--- src/rtl/uart_bar_pkg.sv ---
// Shared definitions for the UART/BAR bridges: register map, CTRL bit positions and
// receiver FSM state encoding.
package uart_bar_pkg;

   localparam logic [31:0] UART_DATA_OFS   = 32'h0000_0000;
   localparam logic [31:0] UART_STATUS_OFS = 32'h0000_0004;
   localparam logic [31:0] UART_CTRL_OFS   = 32'h0000_0008;

   localparam int unsigned CTRL_ENABLE_BIT = 0;
   localparam int unsigned CTRL_CLR_BIT    = 1;
   localparam int unsigned CTRL_IRQ_EN_BIT = 2;

   typedef logic [1:0] uart_rx_state_e;
   localparam uart_rx_state_e StIdle  = 2'd0;
   localparam uart_rx_state_e StStart = 2'd1;
   localparam uart_rx_state_e StData  = 2'd2;
   localparam uart_rx_state_e StStop  = 2'd3;

endpackage

--- src/rtl/sync_fifo.sv ---
// Single-clock FIFO with occupancy count. A pop and a push in the same cycle are both
// honoured even when full; clr overrides everything.
module sync_fifo #(
   parameter int unsigned Width = 8,
   parameter int unsigned Depth = 16
) (
   input  logic                     clk_i,
   input  logic                     rst_ni,
   input  logic                     clr_i,
   input  logic                     push_i,
   input  logic [Width-1:0]         data_i,
   input  logic                     pop_i,
   output logic [Width-1:0]         data_o,
   output logic                     full_o,
   output logic                     empty_o,
   output logic [$clog2(Depth):0]   count_o
);

   localparam int unsigned PtrW = $clog2(Depth);
   localparam logic [PtrW:0] DepthCnt = (PtrW+1)'(Depth);

   logic [Width-1:0] mem_q [Depth];
   logic [PtrW-1:0]  wptr_q, rptr_q;
   logic [PtrW:0]    count_q;
   logic             do_push, do_pop;

   assign empty_o = (count_q == '0);
   assign full_o  = (count_q == DepthCnt);
   assign count_o = count_q;
   assign data_o  = mem_q[rptr_q];

   assign do_pop  = pop_i & ~empty_o;
   // A full FIFO still accepts a push when a pop frees a slot in the same cycle.
   assign do_push = push_i & (~full_o | do_pop);

   always_ff @(posedge clk_i or negedge rst_ni) begin
      if (!rst_ni) begin
         wptr_q  <= '0;
         rptr_q  <= '0;
         count_q <= '0;
      end else if (clr_i) begin
         wptr_q  <= '0;
         rptr_q  <= '0;
         count_q <= '0;
      end else begin
         if (do_push) wptr_q <= wptr_q + PtrW'(1);
         if (do_pop)  rptr_q <= rptr_q + PtrW'(1);
         case ({do_push, do_pop})
            2'b10:   count_q <= count_q + (PtrW+1)'(1);
            2'b01:   count_q <= count_q - (PtrW+1)'(1);
            default: count_q <= count_q;
         endcase
      end
   end

   always_ff @(posedge clk_i) begin
      if (do_push) mem_q[wptr_q] <= data_i;
   end

endmodule

--- src/rtl/uart_bar_rx_bridge.sv ---
// 8N1 UART receiver feeding a byte FIFO, exposed to the host through a 3-word
// PCIe BAR register window (DATA / STATUS / CTRL).
module uart_bar_rx_bridge
   import uart_bar_pkg::*;
#(
   parameter int unsigned CLKS_PER_BIT = 868,
   parameter int unsigned FIFO_DEPTH   = 16,
   parameter logic [31:0] BASE_ADDR    = 32'h0000_1010
) (
   input  logic        clk_main_a0,
   input  logic        rst_main_n,
   input  logic        uart_line,
   input  logic [31:0] pcie_bar_addr,
   input  logic [31:0] pcie_bar_wdata,
   input  logic        pcie_bar_wen,
   input  logic        pcie_bar_ren,
   output logic [31:0] pcie_bar_rdata,
   output logic        bar_hit,
   output logic        rx_irq
);

   localparam int unsigned PtrW   = $clog2(FIFO_DEPTH);
   localparam int unsigned TimerW = $clog2(CLKS_PER_BIT);
   localparam logic [TimerW-1:0] HalfLoad = TimerW'(CLKS_PER_BIT / 2 - 1);
   localparam logic [TimerW-1:0] FullLoad = TimerW'(CLKS_PER_BIT - 1);

   // Line synchronizer and edge detect
   logic [1:0] sync_q;
   logic       line_prev_q;
   logic       line_s, line_fall;

   assign line_s    = sync_q[1];
   assign line_fall = line_prev_q & ~line_s;

   always_ff @(posedge clk_main_a0 or negedge rst_main_n) begin
      if (!rst_main_n) begin
         sync_q      <= 2'b11;
         line_prev_q <= 1'b1;
      end else begin
         sync_q      <= {sync_q[0], uart_line};
         line_prev_q <= line_s;
      end
   end

   // Receiver FSM
   uart_rx_state_e    state_q, state_d;
   logic [TimerW-1:0] timer_q, timer_d;
   logic [2:0]        bit_idx_q, bit_idx_d;
   logic [7:0]        shift_q, shift_d;
   logic              timer_done, rx_push, rx_frame_err;
   logic              enable_q, irq_en_q, overrun_q, frame_err_q;

   assign timer_done = (timer_q == '0);

   always_comb begin
      state_d      = state_q;
      timer_d      = timer_q;
      bit_idx_d    = bit_idx_q;
      shift_d      = shift_q;
      rx_push      = 1'b0;
      rx_frame_err = 1'b0;
      case (state_q)
         StIdle: begin
            if (line_fall) begin
               state_d = StStart;
               timer_d = HalfLoad;
            end
         end
         StStart: begin
            if (!timer_done) begin
               timer_d = timer_q - TimerW'(1);
            end else if (!line_s) begin
               state_d   = StData;
               timer_d   = FullLoad;
               bit_idx_d = '0;
            end else begin
               state_d = StIdle;
            end
         end
         StData: begin
            if (!timer_done) begin
               timer_d = timer_q - TimerW'(1);
            end else begin
               shift_d   = {line_s, shift_q[7:1]};
               timer_d   = FullLoad;
               bit_idx_d = bit_idx_q + 3'd1;
               if (bit_idx_q == 3'd7) state_d = StStop;
            end
         end
         StStop: begin
            if (!timer_done) begin
               timer_d = timer_q - TimerW'(1);
            end else begin
               state_d      = StIdle;
               rx_push      = line_s;
               rx_frame_err = ~line_s;
            end
         end
         default: state_d = StIdle;
      endcase
      if (!enable_q) begin
         state_d      = StIdle;
         rx_push      = 1'b0;
         rx_frame_err = 1'b0;
      end
   end

   always_ff @(posedge clk_main_a0 or negedge rst_main_n) begin
      if (!rst_main_n) begin
         state_q   <= StIdle;
         timer_q   <= '0;
         bit_idx_q <= '0;
         shift_q   <= '0;
      end else begin
         state_q   <= state_d;
         timer_q   <= timer_d;
         bit_idx_q <= bit_idx_d;
         shift_q   <= shift_d;
      end
   end

   // Register window
   logic          hit_data, hit_status, hit_ctrl, in_win;
   logic          ctrl_wr, fifo_clr, fifo_pop, overrun_set;
   logic          fifo_full, fifo_empty;
   logic [7:0]    fifo_rdata;
   logic [PtrW:0] fifo_count;
   logic [4:0]    count5;
   logic [31:0]   rd_val, rdata_q;
   logic          bar_hit_q;
   logic          unused_wdata;

   assign hit_data    = (pcie_bar_addr == BASE_ADDR + UART_DATA_OFS);
   assign hit_status  = (pcie_bar_addr == BASE_ADDR + UART_STATUS_OFS);
   assign hit_ctrl    = (pcie_bar_addr == BASE_ADDR + UART_CTRL_OFS);
   assign in_win      = hit_data | hit_status | hit_ctrl;
   assign ctrl_wr     = pcie_bar_wen & hit_ctrl;
   assign fifo_clr    = ctrl_wr & pcie_bar_wdata[CTRL_CLR_BIT];
   assign fifo_pop    = pcie_bar_ren & hit_data & ~fifo_empty;
   assign overrun_set = rx_push & fifo_full & ~fifo_pop;
   assign count5      = 5'(fifo_count);
   assign unused_wdata = ^pcie_bar_wdata[31:3];

   sync_fifo #(
      .Width (8),
      .Depth (FIFO_DEPTH)
   ) u_rx_fifo (
      .clk_i   (clk_main_a0),
      .rst_ni  (rst_main_n),
      .clr_i   (fifo_clr),
      .push_i  (rx_push),
      .data_i  (shift_q),
      .pop_i   (fifo_pop),
      .data_o  (fifo_rdata),
      .full_o  (fifo_full),
      .empty_o (fifo_empty),
      .count_o (fifo_count)
   );

   always_comb begin
      rd_val = '0;
      if (hit_data) begin
         rd_val = {23'b0, ~fifo_empty, fifo_empty ? 8'h00 : fifo_rdata};
      end else if (hit_status) begin
         rd_val = {24'b0, overrun_q, frame_err_q, count5, fifo_empty};
      end else if (hit_ctrl) begin
         rd_val = {29'b0, irq_en_q, 1'b0, enable_q};
      end
   end

   always_ff @(posedge clk_main_a0 or negedge rst_main_n) begin
      if (!rst_main_n) begin
         rdata_q     <= '0;
         bar_hit_q   <= 1'b0;
         enable_q    <= 1'b1;
         irq_en_q    <= 1'b0;
         overrun_q   <= 1'b0;
         frame_err_q <= 1'b0;
      end else begin
         bar_hit_q <= pcie_bar_ren & in_win;
         if (pcie_bar_ren && in_win) rdata_q <= rd_val;
         if (ctrl_wr) begin
            enable_q <= pcie_bar_wdata[CTRL_ENABLE_BIT];
            irq_en_q <= pcie_bar_wdata[CTRL_IRQ_EN_BIT];
         end
         if (fifo_clr) begin
            overrun_q   <= 1'b0;
            frame_err_q <= 1'b0;
         end else begin
            if (overrun_set)  overrun_q   <= 1'b1;
            if (rx_frame_err) frame_err_q <= 1'b1;
         end
      end
   end

   assign pcie_bar_rdata = rdata_q;
   assign bar_hit        = bar_hit_q;
   assign rx_irq         = ~fifo_empty & irq_en_q;

endmodule

--- config.mk ---
export PLATFORM = sky130hd
export DESIGN_NAME = uart_bar_rx_bridge
export DESIGN_NICKNAME = d
export VERILOG_FILES = /design/src/rtl/uart_bar_pkg.sv /design/src/rtl/sync_fifo.sv /design/src/rtl/uart_bar_rx_bridge.sv
export SDC_FILE = /design/constraint.sdc
export NUM_CORES = 1
export LEC_CHECK = 0
export ABC_CLOCK_PERIOD_IN_PS = 6890
export BUFFER_PORTS_ARGS = -buffer_cell sky130_fd_sc_hd__buf_4
export CORE_MARGIN = 4
export CORE_UTILIZATION = 40
export CTS_BUF_LIST = sky130_fd_sc_hd__clkbuf_8
export CTS_CLUSTER_SIZE = 28
export DETAILED_ROUTE_END_ITERATION = 10
export GPL_ROUTABILITY_DRIVEN = 1
export SLEW_MARGIN = 20
export SYNTH_ARGS = -nofsm -noshare
export SYNTH_HDL_FRONTEND = slang
export SYNTH_SLANG_ARGS = --single-unit
--- constraint.sdc ---
create_clock -name clk_main_a0 -period 6.89 [get_ports clk_main_a0]
set_input_delay 0.3445 -clock clk_main_a0 [delete_from_list [all_inputs] [get_ports clk_main_a0]]
set_output_delay 0.3445 -clock clk_main_a0 [all_outputs]
set_load 0.1 [all_outputs]
# After elaboration in Yosys (flattened, before gate mapping)
# Memory sizes are Yosys's and may differ from the RTL's.
# Index checks and enable logic that the tools add are counted.
# word_totals
regBits,76
latchBits,0
mem_bits_rw,128
romBits,0
input_bits,69
output_inout_bits,34
wordCells,115
n_memories,1
# memory_table
name,words,width,read_ports,rd_clocked_by_memory_dff,wr,line,text
u_rx_fifo.mem_q,16,8,1,0,1,sync_fifo.sv:22,logic [Width-1:0] mem_q [Depth];
# classes
addsub,6
mul,0
div,0
magnitude_cmp,0
eq_ne,21
n_shift,0
muxes,40
bitwise_logic,18
reduce_logical,14
# op_table
operator,n
$eq A32 B13 Y1 const B,3
$mux W32,2
$mux W10,5
$pmux W10 S4,1
$ne A3 B3 Y1 const B,6
$mux W4,4
$mux W2,7
$mux W1,12
$mux W3,4
$and A1 B1 Y1,11
$logic_not A10 Y1,1
$ne A2 B2 Y1 const B,5
$pmux W5 S2,1
$reduce_bool A2 Y1,5
$sub A10 B1 Y10 const B,1
$add A4 B1 Y4 const B,2
$mux W8,1
$pmux W2 S4,1
$eq A2 B2 Y1 const B,3
$pmux W3 S2,1
$add A5 B1 Y5 const B,1
$eq A5 B5 Y1 const B,1
$logic_not A5 Y1,1
$mux W5,1
13 further kinds,19

# Logic depth before layout (Yosys ltp)
# logic_depth
word_depth,9
mapped_depth,12
depth_no_buf,12

# Cells and area by module
# A second synthesis with hierarchy kept.
# unflattened
cells_unflattened,560
area_unflattened_um2,8287.9
# by_module_without_submodules
mod,n_inst,cells_per_inst,area_each_um2,seq_area_each_um2
sync_fifo,1,326,5860.6,4169.0
uart_bar_rx_bridge,1,234,2427.3,1006.0

# Least setup slack after synthesis
# OpenSTA, ideal clock, no wires.
# synth_timing
path_kind,register to register
startpoint,register timer_q[0]
endpoint,"register u_rx_fifo.count_q[4], in the netlist u_rx_fifo.count_o[4]"
setup_time_ps,130
t_arrival_ps,2685
required_time_ps,6760
slack_ps,4075
path_stages_with_launch,13
path_buffers,0
path_cell_list,dfrtp_1 inv_1 ha_1 nor4b_4 nand4_1 nand4_1 inv_1 ha_1 nor2b_1 o21a_1 or2_2 o221ai_1 o31ai_1
# synth_via
elab_chain_len,8
word_cells_on_any_way,10
cone_classes,eq/ne (2); mux (5); bitwise (1); reduce/logical (2)
# synth_rtl
element,line,text
start: declaration,uart_bar_rx_bridge.sv:47,"logic [TimerW-1:0] timer_q, timer_d;"
start signal: assignment,uart_bar_rx_bridge.sv:116,timer_q <= timer_d;
$logic_not A10 Y1 (*),uart_bar_rx_bridge.sv:53,assign timer_done = (timer_q == '0);
$mux W1 (*),uart_bar_rx_bridge.sv:91,if (!timer_done) begin
$mux W1 (*),uart_bar_rx_bridge.sv:62,case (state_q)
$mux W1 (*),uart_bar_rx_bridge.sv:101,if (!enable_q) begin
$and A1 B1 Y1 (*),sync_fifo.sv:34,assign do_push = push_i & (~full_o | do_pop);
$eq A2 B1 Y1 / $eq A2 B2 Y1 (equally long branches),sync_fifo.sv:48,"case ({do_push, do_pop})"
$pmux W5 S2,sync_fifo.sv:48,
$mux W5,sync_fifo.sv:41,end else if (clr_i) begin
end signal: assignment,sync_fifo.sv:49,2'b10: count_q <= count_q + (PtrW+1)'(1);
end signal: assignment,sync_fifo.sv:50,2'b01: count_q <= count_q - (PtrW+1)'(1);
end signal: assignment,sync_fifo.sv:51,default: count_q <= count_q;
end: declaration,sync_fifo.sv:24,logic [PtrW:0] count_q;
# Mark *: on every way between the ends. The rest lies on a longest branch, timed or not.
# A chain may end at the register's enable or synchronous reset.

# Worst setup path after layout
# Same ends and word-level chain as after synthesis.

==> impl_results.md <==
- Yosys top cell by area: edfxtp_1
- Avg WL per Cell: 20.4 um
- Root Buffer: clkbuf_8
- Dpl cells: about 830
- Post-synth cell types: 67
- Die W: 152 um
- Reg2reg setup slack: 3510 ps
- Max H-tree Level: 4
- Routed WL: 17.5 mm
- Nets@finish: around 660
- Post-CTS sizing: 0
- Iter 0 DRT Violations: 304
- Synth Area in Simple Gates: under 10%
- Slew @ Worst Pin: 730 ps
- IO buf count: 50
- Design Area, Final: approximately 0.009 mm2
- Maximum VDD drop: 0.116 mV
- Ports: 103
- Initial antenna violation count: 0
- Number of clock sinks: 181
- Top cells by area, synth: edfxtp_1 (47%), dfrtp_1 (15%), mux4_2 (11%)
- Final Cycle Share: 49.0%
- Finished Layout Cells: 859
- Die Area: 0.0230 mm2
- R2R Path End: u_rx_fifo.count_o[4]$_DFFE_PN0P_
- DR vias: 4779
- Number of max-cap violations: 0
- Ant. Diodes: 0
- Tmin final: 3380 ps
- Worst Path Required: 7230 ps
- Dominant synthesized flop cell: edfxtp_1
- Crit path cell chain: inv_1 > ha_1 > nor4b_4 > nand4_1 > nand4_1 > inv_1 > ha_1 > nor2b_1 > o21a_1 > or2_2 > o221ai_1 > o31ai_1
- CTS max path bufs: 2
- Pwr/cell area: 218 mW/mm2
- Drt first pass iters: 6
- Critical Path Sink: u_rx_fifo.count_o[4]$_DFFE_PN0P_
- DP Area: just under 0.009 mm2
- Clock latency on the worst-skew pair: ~470 ps
- Post-synth ARST share: 29.3%
- Reg clk slew, reported paths: 100 ps
- Leak pwr: 3.74 nW
- Vias in the first global route: 4809
- Fmax: between 200 and 300 MHz
- Worst hold-check path type: in -> reg
- Util after Layout: 45.6%
- CTS tree: done
- Mapped Area: 0.00825 mm2
- Post-synth EDFFs: 128
- Routability congestion estimate: 0.812
- Ratio of cells with drive above 1 in the final layout: 26.1%
- CP delay by family, top: simple AND/OR/NAND/NOR gates
- CP max stage cell: nand4_1
- Max incr delay on CP: ~450 ps
- Mean Syn Cell Area: 15.7 um2
- Grt ovf: 0
- Final Skew: about 12 ps
- Xor and xnor fraction of the mapped netlist area: 0.318%
- Finish-stage setup viols: 0
- Compound-Gate Fraction of Synth Area: 7.70%
- Reg2reg path depth: 12
- TritonCTS Buffers: 17
- CP arrival: 3720 ps
- CP Launch Type: register
- Adder-Cell Fraction of Synth Area: 2.82%
- Global-route wire length before repair: 27.1 mm
- Crit path from: timer_q[0]$_DFFE_PN0P_
- Status: complete, no violations
- #FFs+latches synth: 181
- Largest net degree at the start of global routing: 54
- Critical path buffers and inverters: 2
- Row cnt: 52
- Remaining antenna violation count: 0
- Crit Path Category: reg -> reg
- Die height: 152 um
- Endpoint class of the critical path: register
- Crit Path Max Fanout: 6
- Drt drc: 0
- Synthesis warning total: 0
- Post-route setup TNS: 0 ps
- Initial Util: 40.8%
- Top cell type's share of synthesized area: 46.6%
- Vias per inst: approximately 5.6
- Mapped Cells: 525
- Hpwl dp: 11.8 mm
- Slew Viols, Final: 0
- Main combinational cell family by area after synthesis: multiplexers
- GRT Total Usage: 15.8%
- Core ar.: a little over 0.02 mm2
- Area grow syn2layout: 11.7%
- Slew Limit Headroom: 51.3%
- Register area share after synthesis: 62.7%
- Reg2Reg Launch Point: timer_q[0]$_DFFE_PN0P_
- Critical Path Stages: 12
- Final hold vios: 0
- RSZ-0062 raised after global routing: false
- Post-synthesis mux area share: 13.3%
[per-layer routing]
| metal | part of all wire (%) | wire length, um | global-route usage [%] | up-vias |
|---|---|---|---|---|
| li1 | - | - | - | 2132 |
| met1 | 43 | 7550 | 20.8 | 2455 |
| met2 | 49 | 8640 | 26.4 | 164 |
| met3 | 6.2 | 1080 | 3.21 | 28 |
| met4 | 1.6 | 282 | 5.26 | 0 |
| met5 | 0 | 0 | 0 | - |
[sequential cells by signal, summed over array words and instances (netlist names), 2 cells and up]
register           count
u_rx_fifo.mem_q      128
timer_q               10
pcie_bar_rdata         9
shift_q                8
u_rx_fifo.count_o      5
u_rx_fifo.rptr_q       4
u_rx_fifo.wptr_q       4
bit_idx_q              3
state_q                2
sync_q                 2
[placed cells by master, fill, tap and decap left out, types with 5 or more instances in the layout]
cell type,count
nor4_1,8
mux2i_1,6
a31oi_1,7
and3_1,6
and4_1,11
a22oi_1,8
nor2b_1,6
edfxtp_1,128
nor3_1,5
o21a_1,5
mux2_2,12
dfrtp_1,48
mux4_2,40
and2_1,14
nor2_1,10
nand2_1,37
a21oi_1,13
clkbuf_8,17
conb_1,23
ha_1,17
buf_4,52
o21ai_0,6
nand3_1,6
inv_1,18
inv_8,6
[cell usage after synthesis, types with 4 or more instances]
master and count:
mux2_2 12, ha_1 17, clkbuf_1 7, nor3_1 5, buf_4 27, mux4_2 40, a21oi_1 13, nand3_1 6
nor2b_1 6, mux2i_1 6, inv_1 18, dfrtp_1 49, edfxtp_1 128, o21a_1 5, a22o_1 4, and3_1 6
o21ai_0 6, nand2_1 37, nor2_1 10, and2_1 14, a31oi_1 7, and4_1 11, nor4_1 8, buf_2 7
dfstp_2 4, o211ai_1 4, a22oi_1 8
[per-stage QoR]
stage	power (W)	setup slack, ps	hold WS, ps
global route	0.00207	3290	89.9
CTS	0.00202	3550	88.0
finish	0.00201	3510	117
detailed placement	0.00127	3560	351
global placement	0.00127	3680	346
floorplan	0.00125	4070	48.9
[worst min-delay path by stage]
stage                            to  slack [ps]                 from  cells after the start
3_5_place_dp    sync_q[1]$_DFF_PN1_         350  sync_q[0]$_DFF_PN1_                      0
6_report       irq_en_q$_DFFE_PN0P_         120    pcie_bar_wdata[2]                      2
3_3_place_gp    sync_q[1]$_DFF_PN1_         350  sync_q[0]$_DFF_PN1_                      0
2_1_floorplan     bar_hit$_DFF_PN0_          50           rst_main_n                      0
5_1_grt        irq_en_q$_DFFE_PN0P_          90    pcie_bar_wdata[2]                      2
4_1_cts        irq_en_q$_DFFE_PN0P_          90    pcie_bar_wdata[2]                      2
[area by class of cell]
type                       count  area [um2]
clock buffer                  17         234
fill                        1763       11000
multi-input combinational    304        2810
timing repair buffer          54         410
clock inverter                15         186
inverter                      18        67.6
sequential                   181        5180
tap                          270         338
[worst reg2reg max path: stages, from the launching register on]
cell      delay (ps)
dfrtp_1          420
inv_1            130
ha_1             170
nor4b_4          280
nand4_1          450
nand4_1          410
inv_1            140
ha_1             330
nor2b_1          150
o21a_1           210
or2_2            280
o221ai_1         180
o31ai_1          100
[cells by family after synthesis]
| kind of cell | count (synthesis) |
|---|---|
| AO/OA/AOI/OAI | 79 |
| XOR/XNOR | 3 |
| adder cells (fa/ha/maj) | 18 |
| buffers and inverters | 62 |
| flip-flops | 181 |
| multiplexers | 58 |
| other | 1 |
| AND/OR/NAND/NOR | 123 |
[repair_timing]
item                                   in CTS  in global routing
setup buffers                               0                  0
hold buffers                                2                  0
endpoints found under the hold margin      50                  0
[where the power goes]
group,leakage [nW],internal [W],total (W),switching [W]
combinational,1.35,0.0000188,0.0000915,0.0000727
clock,0.214,0.000341,0.000759,0.000419
sequential,2.18,0.00116,0.00116,0.00000235
(Power assumes the default switching activity.)
